**src/rtl/mcs51_xdata_arb_if.sv**
```systemverilog
// Bus bundle for mcs51_xdata_arb: CPU MOVX port, DMA port and the shared XDATA SRAM port.
// The slave modport is the arbiter's view; the master modport is the requesters/SRAM side.
interface mcs51_xdata_arb_if #(
    parameter int ADDR_W = 16
);
    logic              cpu_req;
    logic              cpu_we;
    logic [ADDR_W-1:0] cpu_addr;
    logic [7:0]        cpu_wdata;
    logic              cpu_ack;
    logic [7:0]        cpu_rdata;

    logic              dma_req;
    logic              dma_we;
    logic [ADDR_W-1:0] dma_addr;
    logic [7:0]        dma_wdata;
    logic              dma_ack;
    logic [7:0]        dma_rdata;

    logic              mem_en;
    logic              mem_we;
    logic [ADDR_W-1:0] mem_addr;
    logic [7:0]        mem_wdata;
    logic [7:0]        mem_rdata;
    logic              grant_dma;

    modport slave (
        input  cpu_req, cpu_we, cpu_addr, cpu_wdata,
        input  dma_req, dma_we, dma_addr, dma_wdata,
        input  mem_rdata,
        output cpu_ack, cpu_rdata, dma_ack, dma_rdata,
        output mem_en, mem_we, mem_addr, mem_wdata, grant_dma
    );

    modport master (
        output cpu_req, cpu_we, cpu_addr, cpu_wdata,
        output dma_req, dma_we, dma_addr, dma_wdata,
        output mem_rdata,
        input  cpu_ack, cpu_rdata, dma_ack, dma_rdata,
        input  mem_en, mem_we, mem_addr, mem_wdata, grant_dma
    );
endinterface

```
**src/rtl/mcs51_xdata_arb.sv**
```systemverilog
// XDATA arbiter: CPU (fixed priority) and DMA share one synchronous-read SRAM via IDLE/ISSUE/DONE.
// Define MCS51_XDATA_ARB_STARVE_EN to enable the DMA starvation guard.
module mcs51_xdata_arb #(
    parameter int ADDR_W       = 16,
    parameter int STARVE_LIMIT = 8
) (
    input logic               clk,
    input logic               reset_n,
    mcs51_xdata_arb_if.slave  bus
);

    if (STARVE_LIMIT < 1) begin : g_bad_starve_limit
        $error("STARVE_LIMIT must be at least 1");
    end

    typedef enum logic [1:0] {
        S_IDLE,
        S_ISSUE,
        S_DONE
    } state_t;

    state_t            state_q, state_d;
    logic              dma_own_q, dma_own_d;
    logic              rd_q, rd_d;
    logic              mem_en_q, mem_en_d;
    logic              mem_we_q, mem_we_d;
    logic [ADDR_W-1:0] mem_addr_q, mem_addr_d;
    logic [7:0]        mem_wdata_q, mem_wdata_d;
    logic              cpu_ack_q, cpu_ack_d;
    logic              dma_ack_q, dma_ack_d;
    logic [7:0]        cpu_rdata_q, cpu_rdata_d;
    logic [7:0]        dma_rdata_q, dma_rdata_d;
    logic              dma_win;

`ifdef MCS51_XDATA_ARB_STARVE_EN
    localparam int CNT_W = $clog2(STARVE_LIMIT + 1);
    logic [CNT_W-1:0] starve_q, starve_d;
`endif

    always_comb begin
        state_d     = state_q;
        dma_own_d   = dma_own_q;
        rd_d        = rd_q;
        mem_en_d    = 1'b0;
        mem_we_d    = 1'b0;
        mem_addr_d  = mem_addr_q;
        mem_wdata_d = mem_wdata_q;
        cpu_ack_d   = 1'b0;
        dma_ack_d   = 1'b0;
        cpu_rdata_d = cpu_rdata_q;
        dma_rdata_d = dma_rdata_q;
`ifdef MCS51_XDATA_ARB_STARVE_EN
        starve_d    = starve_q;
        dma_win     = bus.dma_req && (!bus.cpu_req || (starve_q == CNT_W'(STARVE_LIMIT)));
`else
        dma_win     = bus.dma_req && !bus.cpu_req;
`endif

        case (state_q)
            S_IDLE: begin
                if (bus.cpu_req || bus.dma_req) begin
                    state_d     = S_ISSUE;
                    dma_own_d   = dma_win;
                    mem_en_d    = 1'b1;
                    mem_we_d    = dma_win ? bus.dma_we    : bus.cpu_we;
                    rd_d        = dma_win ? !bus.dma_we   : !bus.cpu_we;
                    mem_addr_d  = dma_win ? bus.dma_addr  : bus.cpu_addr;
                    mem_wdata_d = dma_win ? bus.dma_wdata : bus.cpu_wdata;
                end
`ifdef MCS51_XDATA_ARB_STARVE_EN
                if (!bus.dma_req || dma_win) begin
                    starve_d = '0;
                end else if (starve_q != CNT_W'(STARVE_LIMIT)) begin
                    starve_d = starve_q + 1'b1;
                end
`endif
            end
            S_ISSUE: begin
                state_d   = S_DONE;
                cpu_ack_d = !dma_own_q;
                dma_ack_d = dma_own_q;
            end
            S_DONE: begin
                state_d   = S_IDLE;
                dma_own_d = 1'b0;
                if (rd_q && dma_own_q) begin
                    dma_rdata_d = bus.mem_rdata;
                end else if (rd_q) begin
                    cpu_rdata_d = bus.mem_rdata;
                end
            end
            default: state_d = S_IDLE;
        endcase
    end

    always_ff @(posedge clk or negedge reset_n) begin
        if (!reset_n) begin
            state_q     <= S_IDLE;
            dma_own_q   <= 1'b0;
            rd_q        <= 1'b0;
            mem_en_q    <= 1'b0;
            mem_we_q    <= 1'b0;
            mem_addr_q  <= '0;
            mem_wdata_q <= '0;
            cpu_ack_q   <= 1'b0;
            dma_ack_q   <= 1'b0;
            cpu_rdata_q <= '0;
            dma_rdata_q <= '0;
`ifdef MCS51_XDATA_ARB_STARVE_EN
            starve_q    <= '0;
`endif
        end else begin
            state_q     <= state_d;
            dma_own_q   <= dma_own_d;
            rd_q        <= rd_d;
            mem_en_q    <= mem_en_d;
            mem_we_q    <= mem_we_d;
            mem_addr_q  <= mem_addr_d;
            mem_wdata_q <= mem_wdata_d;
            cpu_ack_q   <= cpu_ack_d;
            dma_ack_q   <= dma_ack_d;
            cpu_rdata_q <= cpu_rdata_d;
            dma_rdata_q <= dma_rdata_d;
`ifdef MCS51_XDATA_ARB_STARVE_EN
            starve_q    <= starve_d;
`endif
        end
    end

    // SRAM data only arrives in DONE, so the owner's rdata bypasses its holding register in that cycle.
    assign bus.cpu_rdata = (state_q == S_DONE && rd_q && !dma_own_q) ? bus.mem_rdata : cpu_rdata_q;
    assign bus.dma_rdata = (state_q == S_DONE && rd_q &&  dma_own_q) ? bus.mem_rdata : dma_rdata_q;
    assign bus.cpu_ack   = cpu_ack_q;
    assign bus.dma_ack   = dma_ack_q;
    assign bus.mem_en    = mem_en_q;
    assign bus.mem_we    = mem_we_q;
    assign bus.mem_addr  = mem_addr_q;
    assign bus.mem_wdata = mem_wdata_q;
    assign bus.grant_dma = dma_own_q;

endmodule
```
**src/flat_wrapper.sv**
```systemverilog
// flat-port wrapper written by rule: the top's interface ports become plain ports
module mcs51_xdata_arb_flat 
#(
    parameter int ADDR_W       = 16,
    parameter int STARVE_LIMIT = 8
)
  (clk, reset_n, bus_cpu_req, bus_cpu_we, bus_cpu_addr, bus_cpu_wdata, bus_dma_req, bus_dma_we, bus_dma_addr, bus_dma_wdata, bus_mem_rdata, bus_cpu_ack, bus_cpu_rdata, bus_dma_ack, bus_dma_rdata, bus_mem_en, bus_mem_we, bus_mem_addr, bus_mem_wdata, bus_grant_dma);
  mcs51_xdata_arb_if #(.ADDR_W(ADDR_W)) bus_i ();
  input logic clk;
  input logic reset_n;
  input wire logic [$bits(bus_i.cpu_req)-1:0] bus_cpu_req;
  input wire logic [$bits(bus_i.cpu_we)-1:0] bus_cpu_we;
  input wire logic [$bits(bus_i.cpu_addr)-1:0] bus_cpu_addr;
  input wire logic [$bits(bus_i.cpu_wdata)-1:0] bus_cpu_wdata;
  input wire logic [$bits(bus_i.dma_req)-1:0] bus_dma_req;
  input wire logic [$bits(bus_i.dma_we)-1:0] bus_dma_we;
  input wire logic [$bits(bus_i.dma_addr)-1:0] bus_dma_addr;
  input wire logic [$bits(bus_i.dma_wdata)-1:0] bus_dma_wdata;
  input wire logic [$bits(bus_i.mem_rdata)-1:0] bus_mem_rdata;
  output wire logic [$bits(bus_i.cpu_ack)-1:0] bus_cpu_ack;
  output wire logic [$bits(bus_i.cpu_rdata)-1:0] bus_cpu_rdata;
  output wire logic [$bits(bus_i.dma_ack)-1:0] bus_dma_ack;
  output wire logic [$bits(bus_i.dma_rdata)-1:0] bus_dma_rdata;
  output wire logic [$bits(bus_i.mem_en)-1:0] bus_mem_en;
  output wire logic [$bits(bus_i.mem_we)-1:0] bus_mem_we;
  output wire logic [$bits(bus_i.mem_addr)-1:0] bus_mem_addr;
  output wire logic [$bits(bus_i.mem_wdata)-1:0] bus_mem_wdata;
  output wire logic [$bits(bus_i.grant_dma)-1:0] bus_grant_dma;
  assign bus_i.cpu_req = bus_cpu_req;
  assign bus_i.cpu_we = bus_cpu_we;
  assign bus_i.cpu_addr = bus_cpu_addr;
  assign bus_i.cpu_wdata = bus_cpu_wdata;
  assign bus_i.dma_req = bus_dma_req;
  assign bus_i.dma_we = bus_dma_we;
  assign bus_i.dma_addr = bus_dma_addr;
  assign bus_i.dma_wdata = bus_dma_wdata;
  assign bus_i.mem_rdata = bus_mem_rdata;
  assign bus_cpu_ack = bus_i.cpu_ack;
  assign bus_cpu_rdata = bus_i.cpu_rdata;
  assign bus_dma_ack = bus_i.dma_ack;
  assign bus_dma_rdata = bus_i.dma_rdata;
  assign bus_mem_en = bus_i.mem_en;
  assign bus_mem_we = bus_i.mem_we;
  assign bus_mem_addr = bus_i.mem_addr;
  assign bus_mem_wdata = bus_i.mem_wdata;
  assign bus_grant_dma = bus_i.grant_dma;
  mcs51_xdata_arb #(.ADDR_W(ADDR_W), .STARVE_LIMIT(STARVE_LIMIT)) u_core (.clk(clk), .reset_n(reset_n), .bus(bus_i));
endmodule
```
**config.mk**
```make
export PLATFORM = sky130hd
export DESIGN_NAME = mcs51_xdata_arb_flat
export DESIGN_NICKNAME = d
export VERILOG_FILES = /design/src/rtl/mcs51_xdata_arb_if.sv /design/src/rtl/mcs51_xdata_arb.sv /design/src/flat_wrapper.sv
export SDC_FILE = /design/constraint.sdc
export NUM_CORES = 1
export LEC_CHECK = 0
export BUFFER_PORTS_ARGS = -buffer_cell sky130_fd_sc_hd__buf_2
export CELL_PAD_IN_SITES_DETAIL_PLACEMENT = 1
export CELL_PAD_IN_SITES_GLOBAL_PLACEMENT = 1
export CORE_UTILIZATION = 40
export DETAILED_ROUTE_END_ITERATION = 10
export PLACE_DENSITY_LB_ADDON = 0.1
export SLEW_MARGIN = 20
export SYNTH_ARGS = -nofsm -noshare
export SYNTH_HDL_FRONTEND = slang
export SYNTH_SLANG_ARGS = --single-unit
```
**constraint.sdc**
```tcl
create_clock -name clk -period 4.1 [get_ports clk]
set_input_delay 0.41 -clock clk [delete_from_list [all_inputs] [get_ports clk]]
set_output_delay 0.41 -clock clk [all_outputs]
set_load 0.1 [all_outputs]
```
Yosys cells after proc, flatten, opt, wreduce, memory -nomap -nowiden
Index checks and enable logic that the tools add are counted.

cells by class
  add/sub/neg operators = 0
  multiply operators = 0
  divide/modulo/power cells = 0
  $lt $le $gt $ge = 0
  equality and inequality tests = 3
  shifts and indexed selects = 0
  multiplexer cells = 16
  bitwise logic cells = 1
  reductions and logical operators = 16

operators with widths
  kind                                                                      number
  8-bit 2-to-1 mux                                                          3
  16-bit 2-to-1 mux                                                         1
  1-bit 2-to-1 mux                                                          9
  2-bit AND reduction                                                       3
  1-bit logical AND                                                         5
  1-bit zero test                                                           4
  2-bit case mux with 2 select lines                                        1
  3-bit AND reduction                                                       1
  2-bit by 1-bit equality test with 1-bit output (second input constant)    1
  2-bit equality test (second input constant)                               1
  2-bit zero test                                                           1
  2-bit 2-to-1 mux                                                          1
  2-bit by 1-bit inequality test with 1-bit output (second input constant)  1
  1-bit case mux with 2 select lines                                        1
  2-bit nonzero test                                                        1
  1-bit logical OR                                                          1
  1-bit inverter                                                            1

word-level totals
  flip-flop bits (word level) = 48
  latch bits = 0
  RAM bits = 0
  bits in read-only memories = 0
  bits of input ports = 62
  output and inout bits = 45
  word-level logic and storage cells = 47
  memories = 0

Logic depth before layout (Yosys ltp)
  word-level depth = 5
  depth in mapped cells = 5
  depth with buffers taken out = 3

Least setup slack after synthesis
Ideal clock, no wire load.

  path type = flip-flop to output port
  start = register u_core.dma_own_q (netlist: u_core.bus.grant_dma)
  end = output bus_cpu_rdata[1]
  arrival = 2.196 ns
  required time = 3.690 ns
  setup slack = 1.494 ns
  stages on the path, launching flop included = 5
  buffers on the path = 2
  path through = dfrtp_1 -> nor4bb_1 -> buf_4 -> buf_8 -> mux2_1

between the ends
  longest elaborated chain between the ends = 3

ends and longest elaborated chain
  element                 RTL line                RTL
  from (decl)             mcs51_xdata_arb.sv:23   logic dma_own_q, dma_own_d;
  from (signal assigned)  mcs51_xdata_arb.sv:114  dma_own_q <= dma_own_d;
  1-bit zero test         mcs51_xdata_arb.sv:131  assign bus.cpu_rdata = (state_q == S_DONE && rd_q && !dma_own_q) ? bus.mem_rdata : cpu_rdata_q;
  1-bit logical AND       mcs51_xdata_arb.sv:131
  8-bit 2-to-1 mux        mcs51_xdata_arb.sv:131
  to (decl)               flat_wrapper.sv:21      output wire logic [$bits(bus_i.cpu_rdata)-1:0] bus_cpu_rdata;

Every way passes these cells.

Worst setup path after layout
  start = register u_core.state_q[0]
  end = output bus_cpu_rdata[3]

between the ends
  longest elaborated chain between the ends = 4

ends and longest elaborated chain
  element                          RTL line                RTL
  from (decl)                      mcs51_xdata_arb.sv:22   state_t state_q, state_d;
  from (signal assigned)           mcs51_xdata_arb.sv:113  state_q <= state_d;
  2-bit equality test              mcs51_xdata_arb.sv:131
  1-bit logical AND (2 in series)  mcs51_xdata_arb.sv:131
  8-bit 2-to-1 mux                 mcs51_xdata_arb.sv:131

Every way passes these cells.

==> impl_metrics.csv <==
group,metric,value,unit
status,status,"complete, no violations",
floorplan,die_area,6440,µm²
worst_setup_path,endpoint_kind,"output port",
routing,postRouteAntennaNets,0,
logic_synthesis,yosys.area_share.simple,3.73,%
sta,layout_min_cycle_time,2.66,ns
floorplan,rows,28,
worst_setup_path,rrSetupSlack,2.05,ns
worst_setup_path,critPathMaxStageDelay,0.62,ns
sta,skew,0.00400,ns
global_route,grt_usage,15.8,%
routing,drc_errors,0,
layout,drive_gt1_share,75.2,%
logic_synthesis,synth_compound_area_share,0.358,%
routing,drt_wl_total,4780,µm
place,gp_congestion,0.682,
routing,avgViaCountPerCell,4.82,
logic_synthesis,synth-edff-count,0,
routing,num_vias,1606,
clocking,cts_hold_buf,0,
worst_setup_path,crit_start,"u_core.state_q[0]$_DFFE_PN0P_",
logic_synthesis,synth-xor-area-share,0,%
logic_synthesis,synth_flop_cell,"dfrtp_1",
clocking,clock_latency,0.29,ns
global_route,overflow,0,
worst_setup_path,reg2reg_to,"u_core.rd_q$_DFFE_PN0P_",
logic_synthesis,yosysUniqueCellTypes,17,
sta,drv_slew,0,
global_route,antenna_found_initial,0,
routing,drt_iter0_markers,54,
sta,setup_viol,0,
worst_setup_path,crit_slowest_cell,"nor4bb_4",
sta,fin_crit_sh,64.9,%
place,dp.cells,325,
sta,relSlewSlack,45.8,%
logic_synthesis,yosysSeqAreaShare,49.1,%
routing,wire_per_inst,14.4,µm
clocking,htree_levels,2,
logic_synthesis,synth_cells,151,
floorplan,die_w,80.2,µm
logic_synthesis,synthAdderAreaFrac,0,%
min_path,hold_class,"in -> async",
floorplan,die_h,80.2,µm
logic_synthesis,ys_ff_latch,48,
worst_setup_path,crit_chain,"nor4bb_4, buf_6, mux2_2, buf_2",
sta,max_slew.worst_pin.slew,0.813,ns
clocking,cts_buffers,5,
sta,max_freq,376,MHz
clocking,root_buffer,"clkbuf_8",
clocking,clock_sinks,48,
logic_synthesis,ys_warn_count,0,
floorplan,pin_count,107,
sta,rsz0062_at_grt,"no",
clocking,post_cts_buffers,0,
clocking,clk_pin_slew,0.08,ns
floorplan,start_util,41.4,%
worst_setup_path,worstSetupPathType,"reg -> out",
sta,hold_viol,0,
place,dpl.hpwl,3530,µm
global_route,grt_max_degree,49,
sta,tns,0,ns
worst_setup_path,crit-reg2reg-launch,"u_core.state_q[0]$_DFFE_PN0P_",
logic_synthesis,synth_most_common_cell,"dfrtp_1",
clocking,cts_buffer_depth,2,
logic_synthesis,synth_top_family_by_area,"multiplexers",
place,io_buffers,106,
worst_setup_path,cp_max_fo,9,
floorplan,core-area,5920,µm²
clocking,cts_tree,"done",
logic_synthesis,synth.mux.area_fraction,43.2,%
run,maxCapViolCount,0,
layout,final_nets,320,
logic_synthesis,yosysTopAreaCellShare,49.1,%
layout,antenna_cells,0,
layout,area_delta_synth_final,26.6,%
global_route,grt_pass1_vias,1600,
layout,finalNonFillerCells,333,
clocking,cts-resized-gates,0,
global_route,grt_pass1_wl,7670,µm
worst_setup_path,arrival,2.25,ns
logic_synthesis,synth_fp_nets,213,
logic_synthesis,async_reset_ff_share,100,%
worst_setup_path,cp.required,3.69,ns
routing,firstDrtPassIters,2,
logic_synthesis,ys_top_cells_by_count,"dfrtp_1, mux2_2, mux2_4",
logic_synthesis,syn_area_per_cell,16.2,µm²
logic_synthesis,yosysTopAreaCell,"dfrtp_1",
worst_setup_path,start_kind,"flip-flop",
logic_synthesis,netlist_area,2450,µm²
logic_synthesis,synthTopCellsByArea,"dfrtp_1, mux2_4, mux2_2",
worst_setup_path,r2r.worst_path.cells,3,
-- through the flow --
step	worst slack, ns	hold slack, ns	cell area, µm²	utilization, %
global placement	1.52	0.482	3010	50.8
global route	1.28	0.159	3100	52.3
detailed placement	1.53	0.491	3010	50.8
floorplan	1.49	0.114	2450	-
CTS	1.19	0.348	3090	52.1
finish	1.44	0.121	3100	52.3
-- per-layer routing --
layer | part of all wire, % | track usage, %
met2 | 48 | 25.6
met1 | 43 | 19.9
met3 | 7.7 | 5.23
met4 | 1.1 | 4.82
met5 | 0 | 0
-- sequential cells by signal, indices dropped and copies added (netlist names) --
register and cells:
u_core.bus.mem_we 1, u_core.dma_rdata_q 8, u_core.bus.mem_addr 16, u_core.cpu_rdata_q 8, u_core.state_q 2, u_core.bus.grant_dma 1
u_core.rd_q 1, u_core.bus.dma_ack 1, u_core.bus.mem_wdata 8, u_core.bus.mem_en 1, u_core.bus.cpu_ack 1
-- worst max-delay path, delay by kind of cell (launching register included) --
kind | cells | cell delay (ns)
AND/OR/NAND/NOR | 1 | 0.62
buffers and inverters | 2 | 0.52
flip-flops | 1 | 0.49
multiplexers | 1 | 0.33
-- cell families (layout without fill, tap and decap cells) --
logic type / count (synthesis) / after routing
compound gates: 1 / 1
flops: 48 / 48
buf+inv: 8 / 115
simple gates: 12 / 12
mux: 82 / 82
-- worst max path at each step --
stage	endpoint	slack, ns	depth (start not counted)
after floorplan	bus_cpu_rdata[1]	1.49	4
after global placement	bus_cpu_rdata[0]	1.52	3
after detailed placement	bus_cpu_rdata[0]	1.53	3
after CTS	bus_cpu_rdata[0]	1.19	3
after global routing	bus_cpu_rdata[2]	1.28	4
final	bus_cpu_rdata[3]	1.44	4
-- final cells by class --
type,count,area [µm²]
repair buffers,108,552
flip-flops and latches,48,1200
well taps,75,93.8
fillers,646,2820
multi-input cells,95,1170
clock buffers,6,72.6
clock inverters,1,5.00
-- cell usage in the layout (no fill, tap or decap), drive strengths merged --
cell and instances:
dfrtp 48, clkbuf 6, nor2b 4, nor3 2, nor4bb 1, nor2 2, nand2b 1, and2 1
o22a 1, mux2 81, nand4b 1, mux2i 1, buf 108, clkinv 1
Power is not shown: default switching activity piles up to over one toggle a cycle in this logic, so the estimate is an artifact.
